--- src/rtl/piezo_pkg.sv ---
// Shared definitions for the piezo melody sequencer and its song ROM.
package piezo_pkg;

  // Note indices; bit N of the tone stage's one-hot input selects note N.
  localparam int unsigned NOTE_C2 = 0;
  localparam int unsigned NOTE_D2 = 1;
  localparam int unsigned NOTE_E2 = 2;
  localparam int unsigned NOTE_F2 = 3;
  localparam int unsigned NOTE_G2 = 4;
  localparam int unsigned NOTE_A2 = 5;
  localparam int unsigned NOTE_B2 = 6;
  localparam int unsigned NOTE_C3 = 7;

  // Song entry layout: [7:4] dur, [3] rest, [2:0] idx.
  localparam int unsigned ENTRY_W  = 8;
  localparam int unsigned DUR_LSB  = 4;
  localparam int unsigned DUR_W    = 4;
  localparam int unsigned REST_BIT = 3;
  localparam int unsigned IDX_LSB  = 0;
  localparam int unsigned IDX_W    = 3;
  localparam int unsigned NOTE_W   = 8;
  localparam int unsigned ADDR_W   = 5;

  // An entry with dur = 0 terminates the song.
  localparam logic [ENTRY_W-1:0] END_MARKER = 8'h00;

  typedef struct packed {
    logic [DUR_W-1:0] dur;
    logic             rest;
    logic [IDX_W-1:0] idx;
  } entry_t;

  typedef enum logic [1:0] {
    StIdle,
    StNote,
    StGap
  } seq_state_e;

  function automatic entry_t mk_entry(input int unsigned dur, input logic rest,
                                      input int unsigned idx);
    entry_t e;
    e.dur  = DUR_W'(dur);
    e.rest = rest;
    e.idx  = IDX_W'(idx);
    return e;
  endfunction

  function automatic logic is_end(input entry_t e);
    return e.dur == '0;
  endfunction

  function automatic logic [NOTE_W-1:0] note_onehot(input entry_t e);
    return e.rest ? '0 : (NOTE_W'(1) << e.idx);
  endfunction

endpackage

--- src/rtl/piezo_song_rom.sv ---
// Song ROM: 32 entries, asynchronous read. SONG_SEL picks a built-in song;
// 0 is the default scale, 1 is an empty song (end marker at address 0).
module piezo_song_rom
  import piezo_pkg::*;
#(
  parameter int unsigned SONG_SEL = 0
) (
  input  logic [ADDR_W-1:0] addr_i,
  output entry_t            entry_o
);

  // Constant table lookup; unlisted addresses read as the end marker.
  always_comb begin
    entry_o = entry_t'(END_MARKER);
    if (SONG_SEL == 0) begin
      case (addr_i)
        5'd0:    entry_o = mk_entry(1, 1'b0, NOTE_C2);
        5'd1:    entry_o = mk_entry(1, 1'b0, NOTE_D2);
        5'd2:    entry_o = mk_entry(1, 1'b0, NOTE_E2);
        5'd3:    entry_o = mk_entry(1, 1'b0, NOTE_F2);
        5'd4:    entry_o = mk_entry(1, 1'b0, NOTE_G2);
        5'd5:    entry_o = mk_entry(1, 1'b0, NOTE_A2);
        5'd6:    entry_o = mk_entry(1, 1'b0, NOTE_B2);
        5'd7:    entry_o = mk_entry(1, 1'b0, NOTE_C3);
        5'd8:    entry_o = mk_entry(2, 1'b1, NOTE_C2);
        default: entry_o = entry_t'(END_MARKER);
      endcase
    end
  end

endmodule

--- src/rtl/piezo_melody_seq.sv ---
// Melody sequencer: walks the song ROM, driving one-hot notes and a sound
// enable for dur beats per entry, with an optional silent gap after each.
module piezo_melody_seq
  import piezo_pkg::*;
#(
  parameter int unsigned BEAT_CYC = 250_000,
  parameter int unsigned GAP_CYC  = 25_000,
  parameter bit          LOOP     = 1'b0,
  parameter int unsigned SONG_SEL = 0
) (
  input  logic              clk,
  input  logic              rst,
  input  logic              start,
  input  logic              stop,
  output logic [NOTE_W-1:0] note_oh,
  output logic              sound_en,
  output logic              playing,
  output logic              done
);

  localparam int unsigned BEAT_W = (BEAT_CYC > 1) ? $clog2(BEAT_CYC) : 1;
  localparam int unsigned GAP_W  = (GAP_CYC > 0) ? $clog2(GAP_CYC + 1) : 1;
  localparam logic [BEAT_W-1:0] BEAT_LAST = BEAT_W'(BEAT_CYC - 1);
  localparam logic [GAP_W-1:0]  GAP_LAST  = GAP_W'((GAP_CYC > 0) ? GAP_CYC - 1 : 0);

  seq_state_e        state_q, state_d;
  logic [ADDR_W-1:0] addr_q, addr_d;
  logic [BEAT_W-1:0] beat_cnt_q, beat_cnt_d;
  logic [DUR_W-1:0]  beats_left_q, beats_left_d;
  logic [GAP_W-1:0]  gap_cnt_q, gap_cnt_d;
  logic [NOTE_W-1:0] note_oh_q, note_oh_d;
  logic              sound_en_q, sound_en_d;
  logic              playing_q, playing_d;
  logic              done_q, done_d;

  logic [ADDR_W-1:0] nxt_addr;
  entry_t            head_entry, nxt_entry, load_entry;
  logic              advance, load;

  assign nxt_addr = addr_q + 1'b1;

  // Entry 0 is needed both to start and to wrap when looping, so it gets its
  // own read port alongside the look-ahead read of the following entry.
  piezo_song_rom #(
    .SONG_SEL(SONG_SEL)
  ) u_rom_head (
    .addr_i (ADDR_W'(0)),
    .entry_o(head_entry)
  );

  piezo_song_rom #(
    .SONG_SEL(SONG_SEL)
  ) u_rom_nxt (
    .addr_i (nxt_addr),
    .entry_o(nxt_entry)
  );

  // Next-state, counters and registered outputs; stop overrides everything.
  always_comb begin
    state_d      = state_q;
    addr_d       = addr_q;
    beat_cnt_d   = beat_cnt_q;
    beats_left_d = beats_left_q;
    gap_cnt_d    = gap_cnt_q;
    note_oh_d    = note_oh_q;
    sound_en_d   = sound_en_q;
    playing_d    = playing_q;
    done_d       = 1'b0;
    advance      = 1'b0;
    load         = 1'b0;
    load_entry   = head_entry;

    case (state_q)
      StIdle: begin
        if (start) begin
          if (is_end(head_entry)) begin
            done_d = 1'b1;
          end else begin
            load   = 1'b1;
            addr_d = '0;
          end
        end
      end
      StNote: begin
        if (beat_cnt_q == BEAT_LAST) begin
          beat_cnt_d = '0;
          if (beats_left_q <= 4'd1) begin
            if (GAP_CYC > 0) begin
              state_d    = StGap;
              gap_cnt_d  = '0;
              note_oh_d  = '0;
              sound_en_d = 1'b0;
            end else begin
              advance = 1'b1;
            end
          end else begin
            beats_left_d = beats_left_q - 1'b1;
          end
        end else begin
          beat_cnt_d = beat_cnt_q + 1'b1;
        end
      end
      StGap: begin
        if (gap_cnt_q == GAP_LAST) begin
          advance = 1'b1;
        end else begin
          gap_cnt_d = gap_cnt_q + 1'b1;
        end
      end
      default: state_d = StIdle;
    endcase

    // End of an entry: move on, wrap, or finish the song.
    if (advance) begin
      if (is_end(nxt_entry) || (addr_q == '1)) begin
        if (LOOP && !is_end(head_entry)) begin
          load   = 1'b1;
          addr_d = '0;
        end else begin
          state_d    = StIdle;
          addr_d     = '0;
          beat_cnt_d = '0;
          gap_cnt_d  = '0;
          note_oh_d  = '0;
          sound_en_d = 1'b0;
          playing_d  = 1'b0;
          done_d     = 1'b1;
        end
      end else begin
        load       = 1'b1;
        load_entry = nxt_entry;
        addr_d     = nxt_addr;
      end
    end

    if (load) begin
      state_d      = StNote;
      beat_cnt_d   = '0;
      beats_left_d = load_entry.dur;
      gap_cnt_d    = '0;
      note_oh_d    = note_onehot(load_entry);
      sound_en_d   = ~load_entry.rest;
      playing_d    = 1'b1;
    end

    if (stop) begin
      state_d      = StIdle;
      addr_d       = '0;
      beat_cnt_d   = '0;
      beats_left_d = '0;
      gap_cnt_d    = '0;
      note_oh_d    = '0;
      sound_en_d   = 1'b0;
      playing_d    = 1'b0;
      done_d       = 1'b0;
    end
  end

  // State and output registers with asynchronous active-low reset.
  always_ff @(posedge clk or negedge rst) begin
    if (!rst) begin
      state_q      <= StIdle;
      addr_q       <= '0;
      beat_cnt_q   <= '0;
      beats_left_q <= '0;
      gap_cnt_q    <= '0;
      note_oh_q    <= '0;
      sound_en_q   <= 1'b0;
      playing_q    <= 1'b0;
      done_q       <= 1'b0;
    end else begin
      state_q      <= state_d;
      addr_q       <= addr_d;
      beat_cnt_q   <= beat_cnt_d;
      beats_left_q <= beats_left_d;
      gap_cnt_q    <= gap_cnt_d;
      note_oh_q    <= note_oh_d;
      sound_en_q   <= sound_en_d;
      playing_q    <= playing_d;
      done_q       <= done_d;
    end
  end

  assign note_oh  = note_oh_q;
  assign sound_en = sound_en_q;
  assign playing  = playing_q;
  assign done     = done_q;

endmodule

--- config.mk ---
export PLATFORM = sky130hd
export DESIGN_NAME = piezo_melody_seq
export DESIGN_NICKNAME = d
export VERILOG_FILES = /design/src/rtl/piezo_pkg.sv /design/src/rtl/piezo_song_rom.sv /design/src/rtl/piezo_melody_seq.sv
export SDC_FILE = /design/constraint.sdc
export NUM_CORES = 1
export LEC_CHECK = 0
export BUFFER_PORTS_ARGS = -buffer_cell sky130_fd_sc_hd__clkbuf_2
export CAP_MARGIN = 20
export CORE_MARGIN = 2
export CORE_UTILIZATION = 30
export CTS_CLUSTER_DIAMETER = 80
export DETAILED_ROUTE_END_ITERATION = 12
export GPL_TIMING_DRIVEN = 0
export RECOVER_POWER = 50
export SKIP_LAST_GASP = 1
export SLEW_MARGIN = 20
export SYNTH_ARGS = -nofsm -noshare
export SYNTH_HDL_FRONTEND = slang
export SYNTH_SLANG_ARGS = --single-unit
export TNS_END_PERCENT = 100
--- constraint.sdc ---
create_clock -name clk -period 6.8 [get_ports clk]
set_clock_uncertainty 0.05 [all_clocks]
set_input_delay 0.68 -clock clk [delete_from_list [all_inputs] [get_ports clk]]
set_output_delay 0.68 -clock clk [all_outputs]
set_load 0.01 [all_outputs]
======== Word-level counts from Yosys, hierarchy flattened ========
Memory sizes are Yosys's and may differ from the RTL's.
Cells that the tools add are included.
word-level totals
  bits in latches ......................... 0
  bits in writable memories ............... 0
  logic and storage cells ................. 106
  output and inout port bits .............. 11
  bits in read-only memories .............. 192
  memories ................................ 2
  bits in registers ....................... 55
  input bits .............................. 4
memories
  name              words  width  read ports  clocked after Yosys merged registers in  write ports  RTL line              RTL
  (name not given)  16     6      1           0                                        0            piezo_song_rom.sv:16  case (addr_i)
  (name not given)  16     6      1           0                                        0            piezo_song_rom.sv:16
cells by class
  muxes and demuxes ....................... 67
  $mul .................................... 0
  shift operators ......................... 1
  divide/modulo/power cells ............... 0
  eq/ne operators ......................... 7
  $lt $le $gt $ge ......................... 1
  bitwise logic cells ..................... 1
  add/sub/neg operators ................... 4
  reduce and logical (&&, ||, !) cells .... 14
operators with widths
  operator                                                                          number
  18-bit two-way mux                                                                6
  15-bit two-way mux                                                                7
  8-bit two-way mux                                                                 11
  5-bit two-way mux                                                                 6
  15-bit case mux with 2 select lines                                               1
  1-bit two-way mux                                                                 24
  4-bit two-way mux                                                                 5
  18-bit by 1-bit adder with 18-bit output, second input constant                   1
  18-bit == test, second input constant                                             1
  3-bit nonzero test                                                                6
  15-bit by 1-bit adder with 15-bit output, second input constant                   1
  15-bit == test, second input constant                                             1
  2-bit two-way mux                                                                 6
  4-bit logical NOT                                                                 2
  1-bit by 3-bit << shifter with 8-bit output, first input constant                 1
  3-bit != test, second input constant                                              2
  3-bit AND reduction                                                               2
  5-bit by 1-bit adder with 5-bit output, second input constant                     1
  5-bit == test, second input constant                                              1
  4-bit by 1-bit less-or-equal comparator with 1-bit output, second input constant  1
  2-bit case mux with 2 select lines                                                1
  4-bit by 1-bit subtractor with 4-bit output, second input constant                1
  2-bit by 1-bit == test with 1-bit output, second input constant                   1
  2-bit == test, second input constant                                              1
  other kinds (5)                                                                   5

======== Depth between registers and ports, before layout ========
An unclocked memory read counts as a cell.
  depth in word-level cells ............... 11
  depth in mapped cells ................... 9
  depth with buffers taken out ............ 7

======== Modules after synthesis ========
From an unflattened synthesis, not the netlist that was laid out.
unflattened totals
  cells, all modules ...................... 363
  area, all modules ....................... 3,259.4 sq um
modules (own cells, without submodules)
  module            area each (sq um)  seq. area each (sq um)  cells each  times used
  piezo_melody_seq  3,119.2            1,376.3                 343         1
  piezo_song_rom    70.1               0.0                     10          2

======== Worst setup path before layout ========
No wires, ideal clock.
  path type ............................... reg2reg
  start point ............................. register state_q[0]
  end point ............................... register note_oh_q[0], in the netlist note_oh[0]
  stages on the path, launching flop included .. 10
  path slack .............................. 4.471 ns
  period minus slack after synthesis ...... 2.329 ns
  data arrival time ....................... 2.153 ns
  library setup time ...................... 0.126 ns
  required time ........................... 6.624 ns
  path buffers ............................ 2
  cells stage by stage .................... dfrtp_1 -> inv_1 -> ha_1 -> nand4_1 -> or4b_4 -> and2_1 -> buf_4 -> and2_4 -> buf_6 -> a221o_1
between the ends
  longest elaborated chain between the ends .. 7
  elaborated cells between the ends (all ways) .. 15
  those cells by class .................... 2 x eq/ne; 1 x shift; 11 x mux; 1 x reduce/logical
ends and longest elaborated chain
  item                                         RTL line                 RTL
  from (decl)                                  piezo_melody_seq.sv:26   seq_state_e state_q, state_d;
  from (signal assigned)                       piezo_melody_seq.sv:162  state_q <= StIdle;
  from (signal assigned)                       piezo_melody_seq.sv:172  state_q <= state_d;
  2-bit == test                                piezo_melody_seq.sv:73   case (state_q)
  1-bit two-way mux                            -
  8-bit two-way mux                            piezo_melody_seq.sv:114  if (advance) begin
  1-bit by 3-bit << shifter with 8-bit output  piezo_pkg.sv:53          return e.rest ? '0 : (NOTE_W'(1) << e.idx);
  8-bit two-way mux                            piezo_pkg.sv:53
  8-bit two-way mux *                          piezo_melody_seq.sv:136  if (load) begin
  8-bit two-way mux *                          piezo_melody_seq.sv:146  if (stop) begin
  via note_oh_d[0]                             piezo_melody_seq.sv:31   logic [NOTE_W-1:0] note_oh_q, note_oh_d;
  to (signal assigned)                         piezo_melody_seq.sv:177  note_oh_q <= note_oh_d;
  to (decl)                                    piezo_melody_seq.sv:31
Mark *: on every way through the listed nets, which the timed path passes. The rest lies on a longest branch.
A chain may end at the register's enable or synchronous reset.

==> flow_summary.ini <==
[run_status]
status = complete, but fails checks
violations = capacitance limit, slew limit

[route]
wl_met2_um = 3158
vias = 2571
drt_first_pass_iters = 4
initialDrtViolationCount = 185
met1_length_um = 3446
viasPerCell = 5.122
drt_wl_total_um = 6777
post_drt_wl_per_cell_um = 13.50
drc = 0
maxUsedRoutingLayer = met4
final_antenna_net_count = 0
wl_met3_um = 123

[yosys]
synthArstFlopShare_pct = 100.0
postSynthNetCount = 357
synth_cell_type_count = 58
synth_edf_count = 0
yosysTopAreaCell = dfrtp_1
syn_area_um2 = 3132
postSynthAreaPerCell_um2 = 9.130
ys_ff_latch = 55
yosysSeqAreaShare_pct = 43.95
ys.flop_type = dfrtp_1
synth_area_leaders = dfrtp_1 44%, nor2_1 4.7%, nand2_1 4.3%
ys_warn_count = 0
synth_top_area_share_pct = 43.95
synthCells = 343

[power]
clkPwrFrac_pct = 37.0
sequentialPowerShare_pct = 54.7
p_sw_share_pct = 25.14
vdd_ir_drop_max_mv = 0.07425
cellPowerDensity_nw_per_um2 = 175.6
p_comb_share_pct = 8.3
internal_power_w = 0.0004579
p_sw_w = 0.0001538
leakagePower_nw = 1.441

[setup_path]
start_kind = input port
cp_top_family = buffers and inverters
crit_slowest_cell = clkbuf_1
endpoint_kind = asynchronous set/reset pin
crit_path_max_fanout = 36
worst-setup-path-type = input port to asynchronous set/reset pin
crit_top_cell = clkbuf_1
required_ns = 6.78
path_buf_inv = 2
cp.arrival_ns = 2.98
crit_chain = clkbuf_1, clkbuf_1
crit_path_max_incr_delay_ns = 1.51

[cts]
cts.sinks = 55
clkSlewWorstSetupHoldPaths_ns = 0.09
hold_buffers = 0
cts_setup_buffers = 0
htree_levels = 2
post_cts_resized = 0
cts_tree = built
clk_path_buf_depth = 2
clock_tree.root_cell = clkbuf_8
cts_buffers = 5
clk_latency_ns = 0.31

[sta]
final_hold_viol_count = 0
worst_pin_slew_ns = 2.006
totalNegativeSetupSlack_ns = 0
rsz0062_at_grt = false
finalCriticalPeriod_ns = 2.999
max_freq_mhz = 333.5
slew_headroom_pct = -33.73
slew_violations = 37
period_share_pct = 44.10
setup_viol = 0

[global_route]
track_usage_pct = 12.36
grt_pass1_wl_um = 11560
grt_pass1_vias = 2376
grt_max_degree = 37
gr-total-overflow = 0
antenna_found_initial = 0

[floorplan]
fp-row-count = 37
die_area_um2 = 11270
core_um2 = 10230
die_width_um = 106.2
start_util_pct = 30.61
die_h_um = 106.2
ioPinCount = 15

[final_layout]
mostFrequentLayoutCell = dfrtp_1
fin_nets = 379
area_growth_pct = 11.23
fin_util_pct = 34.05
multiInputGateArea_um2 = 1633
seqCellArea_um2 = 1376
n_fill_cell = 1076
final_cell_mix = 55 x dfrtp_1, 39 x nor2_1, 36 x nand2_1, 21 x a21oi_1, 17 x nand3_1
antenna_cells = 0
layout-drive-gt1-share_pct = 9.836

[placed_design]
dpl.hpwl_um = 4901
port_buffers = 14
gp_congestion = 0.7954

[run]
drv_cap = 1

[hold_path]
min_path_type = flop to flop
## sequential cells by signal, summed over array words and instances (netlist names)
name          flops
note_oh           8
beats_left_q      4
state_q           2
gap_cnt_q        15
beat_cnt_q       18
done              1
sound_en          1
playing           1
addr_q            5
## per-layer routing
metal,track usage (%),up-vias
li1,-,1286
met5,0,-
met3,1.778,4
met1,17.15,1251
met2,20.38,30
met4,2.914,0
## cell families (layout without fill, tap and decap cells)
logic type      count (synthesis)  after routing  synth area share [%]
xor+xnor                       20             20                 5.593
fa+ha+maj                      10             10                 3.995
mux                             1              1                0.3595
compound gates                 70             70                 14.14
buf+inv                        25             48                 3.915
simple gates                  162            162                 28.05
flops                          55             55                 43.95
## cell usage after synthesis, types with 2 or more instances
library cell	instances
nor4b_1	2
buf_2	2
nor3_1	14
nor2_1	39
inv_1	9
ha_1	10
nand3_1	17
nand4bb_1	2
dfrtp_1	55
a211oi_1	2
xnor2_1	6
buf_4	5
xor2_1	14
o2bb2ai_1	2
nand2b_1	2
a21oi_1	21
o31ai_1	2
nand4_1	11
and3_1	10
clkbuf_1	7
or2_2	2
or3_1	6
o21ai_0	12
a22o_1	3
nand2_1	36
o211ai_1	3
or4_1	5
a31oi_1	14
## path summary, 6_finish.rpt
kind	startpoint	to	slack, ns	cells past startpoint
max in group clk	state_q[0]$_DFF_PN0_	state_q[1]$_DFF_PN0_	4.19	8
min in group asynchronous	rst	beat_cnt_q[14]$_DFF_PN0_	0.48	1
hold reg to reg	playing$_DFFE_PN0P_	playing$_DFFE_PN0P_	0.45	2
setup reg to reg	state_q[0]$_DFF_PN0_	state_q[1]$_DFF_PN0_	4.19	8
setup / recovery	rst	beat_cnt_q[5]$_DFF_PN0_	3.80	2
hold / removal	playing$_DFFE_PN0P_	playing$_DFFE_PN0P_	0.45	2
## area by class of cell
class / instances / share of cell area (%)
clock buffers: 5 / 1.976
multi-input cells: 263 / 46.88
inverters: 9 / 0.9698
clock inverters: 3 / 1.329
plain buffers: 16 / 2.550
flip-flops and latches: 55 / 39.51
repair buffers: 15 / 1.904
well taps: 136 / 4.885
## stage by stage
step | setup slack [ns] | hold slack, ns | power, W | instance area (um^2) | instances
2_1_floorplan | 4.471 | 0.3344 | 0.0003726 | 3132 | 343
3_3_place_gp | 4.217 | 0.4273 | 0.0003920 | 3372 | 493
3_5_place_dp | 4.211 | 0.4398 | 0.0003945 | 3395 | 494
4_1_cts | 4.188 | 0.2191 | 0.0006230 | 3510 | 502
5_1_grt | 3.116 | 0.4900 | 0.0006411 | 3483 | 502
6_report | 3.802 | 0.4493 | 0.0006117 | 3483 | 502
## tightest hold or removal path: stages, from the launching register on
cell     delay, ns
dfrtp_1       0.36
nand2_1       0.05
o21ai_0       0.06
## power groups by stage
stage | Clock (W) | Combinational (W) | Sequential, W
finish | 0.000226 | 0.0000508 | 0.000335
floorplan | 0 | 0.0000312 | 0.000341
global route | 0.000248 | 0.0000575 | 0.000336
global placement | 0 | 0.0000510 | 0.000341
detailed placement | 0 | 0.0000534 | 0.000341
CTS | 0.000235 | 0.0000534 | 0.000335
(Power assumes the default switching activity.)
